**config.mk**
```make
export PLATFORM = sky130hd
export DESIGN_NAME = stopwatch_mode_ctrl_flat
export DESIGN_NICKNAME = d
export VERILOG_FILES = /design/src/rtl/stopwatch_mode_ctrl_pkg.sv /design/src/rtl/stopwatch_mode_ctrl_if.sv /design/src/rtl/stopwatch_mode_ctrl_key_debounce.sv /design/src/rtl/stopwatch_mode_ctrl.sv /design/src/flat_wrapper.sv
export SDC_FILE = /design/constraint.sdc
export NUM_CORES = 1
export LEC_CHECK = 0
export BUFFER_PORTS_ARGS = -buffer_cell sky130_fd_sc_hd__buf_2
export CAP_MARGIN = 25
export CORE_MARGIN = 5
export CORE_UTILIZATION = 59
export CTS_CLUSTER_SIZE = 12
export DETAILED_ROUTE_END_ITERATION = 7
export HOLD_SLACK_MARGIN = 0.12
export PLACE_DENSITY_LB_ADDON = 0.2
export SLEW_MARGIN = 5
export SYNTH_ARGS = -nofsm -noshare
export SYNTH_HDL_FRONTEND = slang
export SYNTH_HIERARCHICAL = 1
export SYNTH_SLANG_ARGS = --single-unit
```
**constraint.sdc**
```tcl
create_clock -name clk -period 8.55 [get_ports clk]
set_clock_uncertainty 0.1 [all_clocks]
set_input_delay 0.4275 -clock clk [delete_from_list [all_inputs] [get_ports clk]]
set_output_delay 0.4275 -clock clk [all_outputs]
set_load 0.1 [all_outputs]
```
**src/rtl/stopwatch_mode_ctrl_pkg.sv**
```systemverilog
// Shared types and constants for the stopwatch front-panel controller.
// Holds FSM/mode encodings, keypad bit indices and default widths.
package stopwatch_pkg;

    localparam int DATA_W_DEF = 24;
    localparam int KEY_W_DEF  = 12;
    localparam int KEY_HASH   = 11;
    localparam int KEY_STAR   = 9;

    typedef enum logic [1:0] {
        SW_IDLE = 2'd0,
        SW_RUN  = 2'd1,
        SW_STOP = 2'd2,
        SW_LAP  = 2'd3
    } sw_state_t;

    typedef enum logic {
        MODE_CLOCK     = 1'b0,
        MODE_STOPWATCH = 1'b1
    } mode_t;

    function automatic int idx_w(input int w);
        return (w > 1) ? $clog2(w) : 1;
    endfunction

endpackage

```
**src/rtl/stopwatch_mode_ctrl_if.sv**
```systemverilog
// Panel-side bundle of stopwatch_mode_ctrl: raw inputs, datapath words, controls.
// Carries lap_cnt only when LAP_CNT_EN is defined.
interface stopwatch_mode_ctrl_if
    import stopwatch_pkg::*;
#(
    parameter int KEY_W  = KEY_W_DEF,
    parameter int DATA_W = DATA_W_DEF
);
    logic              switch;
    logic [KEY_W-1:0]  in_data;
    logic [DATA_W-1:0] sw_data;
    logic [DATA_W-1:0] clk_data;
    logic              sw_run;
    logic              sw_clear;
    logic              mode;
    logic [DATA_W-1:0] out_data;
`ifdef LAP_CNT_EN
    logic [3:0]        lap_cnt;

    modport master (output switch, in_data, sw_data, clk_data,
                    input  sw_run, sw_clear, mode, out_data, lap_cnt);
    modport slave  (input  switch, in_data, sw_data, clk_data,
                    output sw_run, sw_clear, mode, out_data, lap_cnt);
`else
    modport master (output switch, in_data, sw_data, clk_data,
                    input  sw_run, sw_clear, mode, out_data);
    modport slave  (input  switch, in_data, sw_data, clk_data,
                    output sw_run, sw_clear, mode, out_data);
`endif
endinterface

```
**src/rtl/stopwatch_mode_ctrl_key_debounce.sv**
```systemverilog
// Generic-width level debouncer: registers the raw vector, waits DEBOUNCE_CYC
// stable cycles and emits a one-cycle event plus the set bit's index.
module key_debounce
    import stopwatch_pkg::*;
#(
    parameter int W            = KEY_W_DEF,
    parameter int DEBOUNCE_CYC = 16,
    parameter bit ONEHOT_CHK   = 1'b1,
    parameter bit ARM_AT_RST   = 1'b1,
    localparam int IDX_W       = idx_w(W)
) (
    input  logic             clk,
    input  logic             rst_n,
    input  logic [W-1:0]     raw,
    output logic             evt,
    output logic [IDX_W-1:0] evt_idx
);
    localparam int               CNT_W   = $clog2(DEBOUNCE_CYC);
    localparam logic [CNT_W-1:0] CNT_MAX = CNT_W'(DEBOUNCE_CYC - 1);

    logic [W-1:0]     in_q;
    logic [CNT_W-1:0] cnt;
    logic             armed;
    logic             raw_ok;
    logic             q_ok;
    logic             stable;

    function automatic logic [IDX_W-1:0] bit_idx(input logic [W-1:0] v);
        bit_idx = '0;
        for (int i = 0; i < W; i++)
            if (v[i]) bit_idx = IDX_W'(i);
    endfunction

    always_comb begin
        raw_ok = ONEHOT_CHK ? ($countones(raw) <= 1) : 1'b1;
        q_ok   = ONEHOT_CHK ? $onehot(in_q) : (in_q != '0);
        stable = (cnt == CNT_MAX);
    end

    // A keypad held through reset has to be seen released before it is armed.
    // NOTE: sequential state uses <= only, so every flop samples pre-edge values.
    always_ff @(posedge clk or negedge rst_n) begin
        if (!rst_n) begin
            in_q    <= '0;
            cnt     <= '0;
            armed   <= ARM_AT_RST;
            evt     <= 1'b0;
            evt_idx <= '0;
        end else begin
            in_q <= raw;
            if (raw != in_q || !raw_ok)
                cnt <= '0;
            else if (!stable)
                cnt <= cnt + 1'b1;

            evt <= 1'b0;
            if (stable && in_q == '0) begin
                armed <= 1'b1;
            end else if (stable && q_ok && armed) begin
                evt     <= 1'b1;
                evt_idx <= bit_idx(in_q);
                armed   <= 1'b0;
            end
        end
    end

endmodule

```
**src/rtl/stopwatch_mode_ctrl.sv**
```systemverilog
// Stopwatch front-panel controller: debounced keypad/switch, run/stop/lap FSM
// and display source selection. Optional lap counter behind LAP_CNT_EN.
module stopwatch_mode_ctrl
    import stopwatch_pkg::*;
#(
    parameter int DEBOUNCE_CYC = 16,
    parameter int KEY_W        = KEY_W_DEF,
    parameter int DATA_W       = DATA_W_DEF
) (
    input logic                  clk,
    input logic                  rst_n,
    stopwatch_mode_ctrl_if.slave bus
);
    localparam int KIDX_W = idx_w(KEY_W);

    logic              key_evt;
    logic [KIDX_W-1:0] key_idx;
    logic              sw_evt;
    logic              sw_idx_unused;

    sw_state_t         state, state_nxt;
    mode_t             mode_q;
    logic              sw_run_q, run_nxt;
    logic              sw_clear_q, clear_nxt;
    logic              lap_load;
    logic              key_ok, is_hash, is_star;
    logic [DATA_W-1:0] lap_reg, lap_disp;
    logic [DATA_W-1:0] out_q, disp_nxt;

    key_debounce #(
        .W(KEY_W), .DEBOUNCE_CYC(DEBOUNCE_CYC), .ONEHOT_CHK(1'b1), .ARM_AT_RST(1'b0)
    ) u_key_db (
        .clk(clk), .rst_n(rst_n), .raw(bus.in_data), .evt(key_evt), .evt_idx(key_idx)
    );

    key_debounce #(
        .W(1), .DEBOUNCE_CYC(DEBOUNCE_CYC), .ONEHOT_CHK(1'b0), .ARM_AT_RST(1'b1)
    ) u_switch_db (
        .clk(clk), .rst_n(rst_n), .raw(bus.switch), .evt(sw_evt), .evt_idx(sw_idx_unused)
    );

    // NOTE: every always_comb output gets a default first so no latch is inferred.
    always_comb begin
        state_nxt = state;
        clear_nxt = 1'b0;
        lap_load  = 1'b0;
        key_ok    = key_evt && !sw_evt && (mode_q == MODE_STOPWATCH);
        is_hash   = key_ok && (key_idx == KIDX_W'(KEY_HASH));
        is_star   = key_ok && (key_idx == KIDX_W'(KEY_STAR));

        case (state)
            SW_IDLE: if (is_hash) state_nxt = SW_RUN;
                     else if (is_star) clear_nxt = 1'b1;
            SW_RUN:  if (is_hash) state_nxt = SW_STOP;
                     else if (is_star) begin
                         state_nxt = SW_LAP;
                         lap_load  = 1'b1;
                     end
            SW_STOP: if (is_hash) state_nxt = SW_RUN;
                     else if (is_star) begin
                         state_nxt = SW_IDLE;
                         clear_nxt = 1'b1;
                     end
            SW_LAP:  if (is_hash) state_nxt = SW_STOP;
                     else if (is_star) state_nxt = SW_RUN;
            default: state_nxt = SW_IDLE;
        endcase

        run_nxt  = (state_nxt == SW_RUN) || (state_nxt == SW_LAP);
        disp_nxt = bus.sw_data;
        if (mode_q == MODE_CLOCK)
            disp_nxt = bus.clk_data;
        else if (state == SW_LAP)
            disp_nxt = lap_disp;
    end

    always_ff @(posedge clk or negedge rst_n) begin
        if (!rst_n) begin
            state      <= SW_IDLE;
            mode_q     <= MODE_CLOCK;
            sw_run_q   <= 1'b0;
            sw_clear_q <= 1'b0;
            lap_reg    <= '0;
            out_q      <= '0;
        end else begin
            state      <= state_nxt;
            sw_run_q   <= run_nxt;
            sw_clear_q <= clear_nxt;
            out_q      <= disp_nxt;
            if (sw_evt)
                mode_q <= (mode_q == MODE_CLOCK) ? MODE_STOPWATCH : MODE_CLOCK;
            if (lap_load)
                lap_reg <= bus.sw_data;
        end
    end

`ifdef LAP_CNT_EN
    logic [3:0] lap_cnt_q;

    always_ff @(posedge clk or negedge rst_n) begin
        if (!rst_n)
            lap_cnt_q <= '0;
        else if (clear_nxt)
            lap_cnt_q <= '0;
        else if (lap_load && lap_cnt_q != 4'd9)
            lap_cnt_q <= lap_cnt_q + 4'd1;
    end

    assign bus.lap_cnt = lap_cnt_q;
    assign lap_disp    = {lap_cnt_q, lap_reg[DATA_W-5:0]};
`else
    assign lap_disp    = lap_reg;
`endif

    assign bus.sw_run   = sw_run_q;
    assign bus.sw_clear = sw_clear_q;
    assign bus.mode     = mode_q;
    assign bus.out_data = out_q;

endmodule

```
**src/flat_wrapper.sv**
```systemverilog
// flat-port wrapper written by rule: the top's interface ports become plain ports
module stopwatch_mode_ctrl_flat import stopwatch_pkg::*;
#(
    parameter int DEBOUNCE_CYC = 16,
    parameter int KEY_W        = KEY_W_DEF,
    parameter int DATA_W       = DATA_W_DEF
)
  (clk, rst_n, bus_switch, bus_in_data, bus_sw_data, bus_clk_data, bus_sw_run, bus_sw_clear, bus_mode, bus_out_data);
  stopwatch_mode_ctrl_if #(.KEY_W(KEY_W), .DATA_W(DATA_W)) bus_i ();
  input logic clk;
  input logic rst_n;
  input wire logic [$bits(bus_i.switch)-1:0] bus_switch;
  input wire logic [$bits(bus_i.in_data)-1:0] bus_in_data;
  input wire logic [$bits(bus_i.sw_data)-1:0] bus_sw_data;
  input wire logic [$bits(bus_i.clk_data)-1:0] bus_clk_data;
  output wire logic [$bits(bus_i.sw_run)-1:0] bus_sw_run;
  output wire logic [$bits(bus_i.sw_clear)-1:0] bus_sw_clear;
  output wire logic [$bits(bus_i.mode)-1:0] bus_mode;
  output wire logic [$bits(bus_i.out_data)-1:0] bus_out_data;
  assign bus_i.switch = bus_switch;
  assign bus_i.in_data = bus_in_data;
  assign bus_i.sw_data = bus_sw_data;
  assign bus_i.clk_data = bus_clk_data;
  assign bus_sw_run = bus_i.sw_run;
  assign bus_sw_clear = bus_i.sw_clear;
  assign bus_mode = bus_i.mode;
  assign bus_out_data = bus_i.out_data;
  stopwatch_mode_ctrl #(.DEBOUNCE_CYC(DEBOUNCE_CYC), .KEY_W(KEY_W), .DATA_W(DATA_W)) u_core (.clk(clk), .rst_n(rst_n), .bus(bus_i));
endmodule
```
# Word-level counts from Yosys, hierarchy flattened
# Cells that the tools add are included.
# W data, S select, Z words.
# classes
n_addsub,24
order_cmp,1
eq_ne,14
mux,38
n_bitwise,2
reduce_logical,20
# ops
op,n
$add A32 B3 Y32,2
$mux W4,14
$mux W24,2
$add A32 B2 Y32,1
$le A32 B2 Y1 const B,1
$add A1 B1 Y2,12
$eq A4 B4 Y1 const B,4
$add A2 B2 Y3,5
$mux W1,14
$mux W2,7
$logic_not A12 Y1,1
$ne A12 B12 Y1,1
$logic_and A1 B1 Y1,10
$add A4 B1 Y4 const B,2
$pmux W2 S4,1
$eq A2 B2 Y1 const B,3
$add A3 B3 Y4,1
$add A4 B3 Y4,1
$eq A2 B1 Y1 const B,2
$eq A4 B1 Y1 const B,1
$ne A2 B1 Y1 const B,2
$reduce_bool A2 Y1,2
$logic_not A1 Y1,2
$logic_not A2 Y1,1
5 further kinds,7
# totals
reg_bits,82
out_inout_bits,27
wordCells,114

# Logic depth before layout (Yosys ltp)
# Gate-level depths: netlist of the first run.
# logic_depth
ltp_word,11
depth_mapped,12

# Modules after synthesis
# Netlist of the first run, hierarchy kept.
# by_module_without_submodules
mod,instances,cells_each,area_per_inst_um2,seq_area_each_um2
stopwatch_mode_ctrl,1,173,2308.5,1326.3
key_debounce (u_core.u_key_db),1,145,1584.0,550.5
key_debounce (u_core.u_switch_db),1,28,301.5,176.4

# Worst setup path before layout of the first run
# OpenSTA, ideal clock, no wires.
# synth_path
path_kind,register -> register
startpoint,reg u_core.u_key_db.in_q[0]
endpoint,reg u_core.u_key_db.evt_idx[1]
setup_ps,125
arrival_ps,3985
setup_slack_ps,4340
path_stages_with_launch,13
path_buffers,0
path_cell_list,dfrtp_1 > fa_1 > fa_1 > inv_1 > fa_1 > fa_1 > inv_1 > ha_1 > fa_1 > and4bb_2 > nand2_2 > nor3b_4 > mux2_4
# synth_between
elab_chain_len,8
word_cells_on_any_way,11
# synth_rtl
element,line,source
"start, declared",stopwatch_mode_ctrl_key_debounce.sv:21,logic [W-1:0] in_q;
"start signal, assigned",stopwatch_mode_ctrl_key_debounce.sv:50,in_q <= raw;
$add A1 B1 Y2 (not written as such),stopwatch_mode_ctrl_key_debounce.sv:36,q_ok = ONEHOT_CHK ? $onehot(in_q) : (in_q != '0);
$add A2 B2 Y3 (not written as such),stopwatch_mode_ctrl_key_debounce.sv:36,
$add A3 B3 Y4 (not written as such),stopwatch_mode_ctrl_key_debounce.sv:36,
$add A4 B3 Y4 (not written as such),stopwatch_mode_ctrl_key_debounce.sv:36,
$eq A4 B1 Y1,stopwatch_mode_ctrl_key_debounce.sv:36,
$logic_and A1 B1 Y1 (2 in a row),stopwatch_mode_ctrl_key_debounce.sv:59,end else if (stable && q_ok && armed) begin
$reduce_and A2 Y1 (no line) (*),n/a,
"end signal, assigned",stopwatch_mode_ctrl_key_debounce.sv:61,evt_idx <= bit_idx(in_q);
"end, declared",stopwatch_mode_ctrl_key_debounce.sv:16,output logic [IDX_W-1:0] evt_idx
# Every way passes the cells marked *; elsewhere a longest branch is shown, timed or not.
# A chain may end at the register's enable or synchronous reset.

# Worst setup path in the final report of the first run
# layout_path
startpoint,reg u_core.u_key_db.in_q[5]
endpoint,reg u_core.u_key_db.evt_idx[3]
# layout_between
elab_chain_len,8
word_cells_on_any_way,18
# layout_rtl
element,line
$add A1 B1 Y2 (not written as such),stopwatch_mode_ctrl_key_debounce.sv:36
$add A2 B2 Y3 (not written as such),stopwatch_mode_ctrl_key_debounce.sv:36
$add A3 B3 Y4 (not written as such),stopwatch_mode_ctrl_key_debounce.sv:36
$add A4 B3 Y4 (not written as such),stopwatch_mode_ctrl_key_debounce.sv:36
$eq A4 B1 Y1,stopwatch_mode_ctrl_key_debounce.sv:36
$logic_and A1 B1 Y1 (2 in a row),stopwatch_mode_ctrl_key_debounce.sv:59
$reduce_and A2 Y1 (no line),n/a
# Several ways; a longest one is shown, not always the timed one.

==> metrics.txt, run 1 <==
# TYPE chip_impl_metric gauge
chip_impl_info{name="timing.critical_path.mode_cell",value="fa_1"} 1
chip_impl_metric{name="finalCritPeriodShare",unit=""} 0.518
chip_impl_metric{name="clk_latency",unit="ns"} 0.36
chip_impl_metric{name="cp_data_required_time",unit="ns"} 8.68
chip_impl_metric{name="fin_tns_setup",unit="ns"} 0
chip_impl_metric{name="grt_max_degree",unit=""} 83
chip_impl_metric{name="drv_cap",unit=""} 0
chip_impl_metric{name="cts.clk_slew.worst_paths",unit="ns"} 0.08
chip_impl_metric{name="vias_per_cell",unit=""} 5.10
chip_impl_metric{name="io_buffer_count",unit=""} 89
chip_impl_info{name="mostFrequentLayoutCell",value="buf_2"} 1
chip_impl_info{name="worst_path_max_delay_cell",value="fa_1"} 1
chip_impl_metric{name="ios",unit=""} 90
chip_impl_metric{name="power_density",unit="nW/um^2"} 185
chip_impl_metric{name="coreArea",unit="um^2"} 6830
chip_impl_metric{name="sequential_cell_area_in_the_final_layout",unit="um^2"} 2050
chip_impl_metric{name="floorplan.die_area",unit="um^2"} 8870
chip_impl_info{name="tritoncts",value="yes"} 1
chip_impl_metric{name="gp_congestion",unit=""} 0.808
chip_impl_metric{name="number_of_diodes_added_for_antenna_fixing",unit=""} 0
chip_impl_metric{name="layout.filler_cells",unit=""} 493
chip_impl_metric{name="die_w",unit="um"} 94.2
chip_impl_metric{name="layout_setup_ws",unit="ns"} 4.12
chip_impl_metric{name="nNetsFinal",unit=""} 535
chip_impl_metric{name="setup_viol",unit=""} 0
chip_impl_metric{name="hpwlAfterDp",unit="um"} 5660
chip_impl_metric{name="power.leakage",unit="uW"} 0.00269
chip_impl_info{name="cts.root.buffer_cell",value="clkbuf_8"} 1
chip_impl_metric{name="cts-buffers-inserted",unit=""} 9
chip_impl_info{name="worstPathCellList",value="fa_1 > fa_1 > inv_1 > fa_1 > fa_1 > inv_1 > ha_1 > fa_1 > and4bb_2 > nand2_2 > nor3b_4 > mux2_4"} 1
chip_impl_metric{name="postRouteWirelength",unit="um"} 8080
chip_impl_metric{name="post-route-drc-count",unit=""} 0
chip_impl_metric{name="placementRows",unit=""} 30
chip_impl_info{name="end_kind",value="flip-flop"} 1
chip_impl_metric{name="detail-route-antenna-nets",unit=""} 0
chip_impl_metric{name="initial_utilization",unit=""} 0.612
chip_impl_info{name="outcome",value="finished, final reports clean"} 1
chip_impl_metric{name="track_usage",unit=""} 0.196
chip_impl_metric{name="final_core_util",unit=""} 0.741
chip_impl_metric{name="finalHoldViolations",unit=""} 0
chip_impl_metric{name="hold_slack",unit="ns"} 0.143
chip_impl_metric{name="cp_max_fo",unit=""} 5
chip_impl_metric{name="maxClockFrequency",unit="MHz"} 226
chip_impl_metric{name="syn_to_final_growth",unit="%"} 21.0
chip_impl_info{name="most-common-layout-cells",value="buf_2, dfrtp_1, inv_1"} 1
chip_impl_metric{name="syn_area",unit="um^2"} 4180
chip_impl_metric{name="chipHeight",unit="um"} 94.2
chip_impl_metric{name="antenna_found_initial",unit=""} 0
chip_impl_metric{name="synth.avg_cell_area",unit="um^2"} 12.2
chip_impl_metric{name="fin_crit",unit="ns"} 4.43
chip_impl_metric{name="h-tree-depth",unit=""} 3
chip_impl_metric{name="clock_tree.buffer_depth",unit=""} 2
chip_impl_metric{name="multi_input_comb_area",unit="um^2"} 1910
chip_impl_metric{name="grt_first_pass_wirelength",unit="um"} 13700
chip_impl_metric{name="synth_warnings",unit=""} 6
chip_impl_metric{name="synthesis.instances",unit=""} 344
chip_impl_info{name="worst_setup_path_category",value="reg -> reg"} 1
chip_impl_metric{name="critPathMaxStageDelay",unit="ns"} 0.51
chip_impl_info{name="critPathLaunchType",value="flip-flop"} 1
chip_impl_metric{name="critical_path_buf_inv_count",unit=""} 2
chip_impl_metric{name="dr_total_vias",unit=""} 2796
chip_impl_metric{name="syn-num-nets",unit=""} 432
chip_impl_metric{name="gr-total-overflow",unit=""} 0
chip_impl_metric{name="ctsResizeCount",unit=""} 0
chip_impl_info{name="path_type_of_the_worst_min_delay_path",value="in -> reg"} 1
chip_impl_metric{name="power.total",unit="uW"} 935
chip_impl_metric{name="detailedPlace.worstSlack",unit="ns"} 4.13
chip_impl_metric{name="share_of_post_route_cells_with_drive_strength_above_1",unit=""} 0.327
chip_impl_metric{name="crit_arrival",unit="ns"} 4.56
chip_impl_metric{name="tightest_pin_transition",unit="ns"} 0.881
chip_impl_metric{name="drt_pass1_iterations",unit=""} 4
chip_impl_metric{name="finalMaxSlewViolations",unit=""} 0
chip_impl_metric{name="drt-initial-drc-count",unit=""} 78
chip_impl_metric{name="first_global_vias",unit=""} 2943
chip_impl_metric{name="cts_sinks",unit=""} 82
chip_impl_info{name="grt_setup_unrepaired",value="no"} 1
chip_impl_metric{name="slew_headroom",unit=""} 0.413
chip_impl_metric{name="power.ir.vdd_worst",unit="V"} 0.000111
chip_impl_metric{name="drt_wl_cell",unit="um"} 14.7
chip_impl_info{name="critical_path.top_delay_family",value="adder cells"} 1
-- final cells by class --
type,count,area share
multi-input combinational,214,0.378
tap,96,0.0237
timing repair buffer,104,0.121
clock inverter,7,0.0200
inverter,36,0.0267
clock buffer,9,0.0245
sequential,82,0.406
-- final timing paths --
| path | from | to | slack, ns | cells past startpoint |
|---|---|---|---|---|
| worst max-delay path | u_core/u_key_db/in_q[5] | u_core/u_key_db/evt_idx[3] | 4.12 | 12 |
| worst min-delay path | bus_in_data[9] | u_core/u_key_db/in_q[9] | 0.14 | 1 |
| worst max register to register | u_core/u_key_db/in_q[5] | u_core/u_key_db/evt_idx[3] | 4.12 | 12 |
| worst min register to register | u_core/u_switch_db/armed | u_core/u_switch_db/armed | 0.38 | 2 |
| max in group asynchronous | rst_n | u_core/u_switch_db/armed | 7.30 | 3 |
| min in group asynchronous | rst_n | u_core/bus.out_data[9] | 0.40 | 2 |
-- where the power goes --
part / switching [uW] / internal [uW] / total, uW / leakage, uW
clock network: 144 / 167 / 312 / 0.000112
logic: 127 / 79.8 / 207 / 0.00158
registers: 12.6 / 404 / 417 / 0.000996
total: 284 / 652 / 935 / 0.00269
-- what timing repair did --
action                    in CTS  in global routing
setup buffers                  0                  0
hold buffers                  12                  1
hold endpoints to repair      12                 21
-- metrics by stage --
| step | instance area, um^2 | cells |
|---|---|---|
| after global placement | 4680 | 518 |
| after floorplan | 4180 | 344 |
| final | 5060 | 548 |
| after detailed placement | 4680 | 518 |
| after global routing | 5060 | 548 |
| after CTS | 5020 | 546 |
-- registers in the layout, indices dropped and copies added, names as in the netlist, 2 cells and up --
signal and flops:
u_core/u_switch_db/cnt 4, u_core/state 2, u_core/lap_disp 24, u_core/u_key_db/in_q 12
u_core/bus.out_data 24, u_core/u_key_db/cnt 4, u_core/u_key_db/evt_idx 4
-- worst register-to-register path: stages, from the launching register on --
cell and delay [ns]:
dfrtp_1 0.46, fa_1 0.51, fa_1 0.49, inv_1 0.05
fa_1 0.46, fa_1 0.50, inv_1 0.04, ha_1 0.20
fa_1 0.47, and4bb_2 0.32, nand2_2 0.08, nor3b_4 0.31
mux2_4 0.33
-- per-layer routing --
layer | wire, um | global-route usage | vias to the layer above | part of all wire
li1 | - | - | 1365 | -
met1 | 3490 | 0.251 | 1355 | 0.43
met2 | 4090 | 0.329 | 71 | 0.51
met3 | 428 | 0.0385 | 5 | 0.053
met4 | 68 | 0.0722 | 0 | 0.0084
met5 | 0 | 0 | - | 0
Power figures use the tool's default switching activity.
==> run 2: changes to the inputs <==
--- a/config.mk
+++ b/config.mk
@@ -8,7 +8,7 @@
 export BUFFER_PORTS_ARGS = -buffer_cell sky130_fd_sc_hd__buf_2
 export CAP_MARGIN = 25
 export CORE_MARGIN = 5
-export CORE_UTILIZATION = 59
+export CORE_UTILIZATION = 49
 export CTS_CLUSTER_SIZE = 12
 export DETAILED_ROUTE_END_ITERATION = 7
 export HOLD_SLACK_MARGIN = 0.12
==> constraint.sdc (replaced) <==
create_clock -name clk -period 3.8 [get_ports clk]
set_clock_uncertainty 0.1 [all_clocks]
set_input_delay 0.19 -clock clk [delete_from_list [all_inputs] [get_ports clk]]
set_output_delay 0.19 -clock clk [all_outputs]
set_load 0.1 [all_outputs]
==> run 2 against run 1 <==
The run now ends with setup timing left. First-iteration DRC count down 14%. Worst setup slack worse by 4.6 ns. Via count up 12%. Critical path type unchanged.
==> metrics.txt, run 2 (synthesis gave the netlist of run 1 again) <==
# TYPE chip_impl_metric gauge
chip_impl_info{name="outcome",value="finished with violations"} 1
chip_impl_info{name="failing_checks",value="setup timing"} 1
chip_impl_metric{name="final_core_util",unit=""} 0.707
chip_impl_metric{name="cts_sinks",unit=""} 82
chip_impl_metric{name="first_global_vias",unit=""} 3346
chip_impl_metric{name="clk_latency",unit="ns"} 0.35
chip_impl_metric{name="chipHeight",unit="um"} 102
chip_impl_info{name="worst_path_max_delay_cell",value="fa_1"} 1
chip_impl_metric{name="detail-route-antenna-nets",unit=""} 0
chip_impl_metric{name="layout.filler_cells",unit=""} 602
chip_impl_metric{name="drv_cap",unit=""} 0
chip_impl_metric{name="placementRows",unit=""} 33
chip_impl_metric{name="power.total",unit="uW"} 2170
chip_impl_metric{name="fin_tns_setup",unit="ns"} -2.00
chip_impl_metric{name="die_w",unit="um"} 102
chip_impl_info{name="timing.critical_path.mode_cell",value="fa_1"} 1
chip_impl_metric{name="tightest_pin_transition",unit="ns"} 0.625
chip_impl_metric{name="cts-buffers-inserted",unit=""} 9
chip_impl_metric{name="slew_headroom",unit=""} 0.582
chip_impl_metric{name="gr-total-overflow",unit=""} 0
chip_impl_metric{name="maxClockFrequency",unit="MHz"} 235
chip_impl_info{name="critPathLaunchType",value="flip-flop"} 1
chip_impl_metric{name="cp_data_required_time",unit="ns"} 3.98
chip_impl_info{name="tritoncts",value="yes"} 1
chip_impl_metric{name="setup_viol",unit=""} 5
chip_impl_info{name="worstPathCellList",value="fa_1 > fa_1 > inv_1 > fa_1 > fa_1 > inv_1 > ha_2 > fa_2 > and4bb_2 > nand2_2 > buf_4 > or4_4 > o21ai_2"} 1
chip_impl_metric{name="sequential_cell_area_in_the_final_layout",unit="um^2"} 2050
chip_impl_metric{name="drt-initial-drc-count",unit=""} 67
chip_impl_metric{name="drt_wl_cell",unit="um"} 14.7
chip_impl_info{name="worst_setup_path_category",value="reg -> reg"} 1
chip_impl_metric{name="h-tree-depth",unit=""} 3
chip_impl_info{name="cts.root.buffer_cell",value="clkbuf_8"} 1
chip_impl_info{name="grt_setup_unrepaired",value="yes"} 1
chip_impl_metric{name="dr_total_vias",unit=""} 3142
chip_impl_metric{name="hpwlAfterDp",unit="um"} 6050
chip_impl_metric{name="ios",unit=""} 90
chip_impl_metric{name="coreArea",unit="um^2"} 8260
chip_impl_metric{name="multi_input_comb_area",unit="um^2"} 1970
chip_impl_metric{name="critPathMaxStageDelay",unit="ns"} 0.52
chip_impl_metric{name="io_buffer_count",unit=""} 89
chip_impl_metric{name="crit_arrival",unit="ns"} 4.44
chip_impl_info{name="path_type_of_the_worst_min_delay_path",value="in -> reg"} 1
chip_impl_metric{name="grt_first_pass_wirelength",unit="um"} 15400
chip_impl_info{name="mostFrequentLayoutCell",value="buf_2"} 1
chip_impl_metric{name="cts.clk_slew.worst_paths",unit="ns"} 0.08
chip_impl_metric{name="finalHoldViolations",unit=""} 0
chip_impl_metric{name="nNetsFinal",unit=""} 613
chip_impl_metric{name="floorplan.die_area",unit="um^2"} 10500
chip_impl_metric{name="share_of_post_route_cells_with_drive_strength_above_1",unit=""} 0.319
chip_impl_metric{name="clock_tree.buffer_depth",unit=""} 2
chip_impl_metric{name="power.ir.vdd_worst",unit="V"} 0.000205
chip_impl_metric{name="post-route-drc-count",unit=""} 0
chip_impl_info{name="most-common-layout-cells",value="buf_2, dfrtp_1, dlygate4sd3_1"} 1
chip_impl_metric{name="layout_setup_ws",unit="ns"} -0.463
chip_impl_metric{name="drt_pass1_iterations",unit=""} 5
chip_impl_metric{name="finalMaxSlewViolations",unit=""} 0
chip_impl_metric{name="hold_slack",unit="ns"} 0.239
chip_impl_metric{name="grt_max_degree",unit=""} 53
chip_impl_metric{name="fin_crit",unit="ns"} 4.26
chip_impl_metric{name="cp_max_fo",unit=""} 2
chip_impl_metric{name="track_usage",unit=""} 0.188
chip_impl_metric{name="vias_per_cell",unit=""} 4.95
chip_impl_metric{name="postRouteWirelength",unit="um"} 9350
chip_impl_metric{name="finalCritPeriodShare",unit=""} 1.12
chip_impl_metric{name="gp_congestion",unit=""} 0.862
chip_impl_metric{name="antenna_found_initial",unit=""} 0
chip_impl_metric{name="number_of_diodes_added_for_antenna_fixing",unit=""} 0
chip_impl_metric{name="power_density",unit="nW/um^2"} 371
chip_impl_metric{name="power.leakage",unit="uW"} 0.00302
chip_impl_metric{name="initial_utilization",unit=""} 0.507
chip_impl_info{name="end_kind",value="flip-flop"} 1
chip_impl_metric{name="syn_to_final_growth",unit="%"} 39.6
run 2: power by group:
part / internal (uW) / total, uW / switching [uW] / leakage [uW]
combinational: 248 / 566 / 318 / 0.00191
clock: 331 / 666 / 335 / 0.000109
sequential: 910 / 935 / 25.1 / 0.000996
run 2: layout make-up:
type | instances | share of cell area
Timing Repair Buffer | 182 | 0.230
Sequential cell | 82 | 0.352
Inverter | 36 | 0.0231
Clock buffer | 10 | 0.0236
Clock inverter | 6 | 0.0124
Multi-Input combinational cell | 214 | 0.337
Tap cell | 105 | 0.0225
run 2: repair_timing:
action,4_1_cts,5_1_grt
hold endpoints to repair,109,0
resized for setup,2,8
setup endpoints to repair,6,7
hold buffers,78,0
pin swaps,1,8
setup buffers,1,3
run 2: worst paths after layout:
| check | slack (ns) | depth (start not counted) | startpoint | end |
|---|---|---|---|---|
| worst max-delay path | -0.46 | 13 | u_core/u_key_db/in_q[7] | u_core/u_key_db/evt_idx[2] |
| worst min-delay path | 0.24 | 5 | bus_in_data[7] | u_core/u_key_db/cnt[2] |
| worst max register to register | -0.46 | 13 | u_core/u_key_db/in_q[7] | u_core/u_key_db/evt_idx[2] |
| worst min register to register | 0.39 | 1 | u_core/u_switch_db/evt | u_core/bus.mode |
| max in group asynchronous | 2.44 | 3 | rst_n | u_core/bus.out_data[2] |
| min in group asynchronous | 0.29 | 2 | rst_n | u_core/bus.out_data[5] |
run 2: through the flow:
stage               cell area (um^2)  cells  setup slack [ns]
finish                          5840    635            -0.463
global route                    5840    635            -0.642
CTS                             5780    632            -0.475
detailed placement              4770    537            -0.468
global placement                4770    537            -0.427
floorplan                       4190    344            -0.386
run 2: worst max-delay path: cells and delay by family, from the launching register on:
family / cells / cell delay (ns)
buffers and inverters: 3 / 0.28
AO/OA/AOI/OAI: 1 / 0.07
flip-flops: 1 / 0.41
adder cells (fa/ha/maj): 6 / 2.55
AND/OR/NAND/NOR: 3 / 0.80
run 2: routing by layer:
metal	wire length, um	vias up	track usage
met5	0	-	0
met4	89	0	0.0565
met3	450	8	0.0444
met2	4800	61	0.327
met1	4000	1559	0.232
li1	-	1514	-
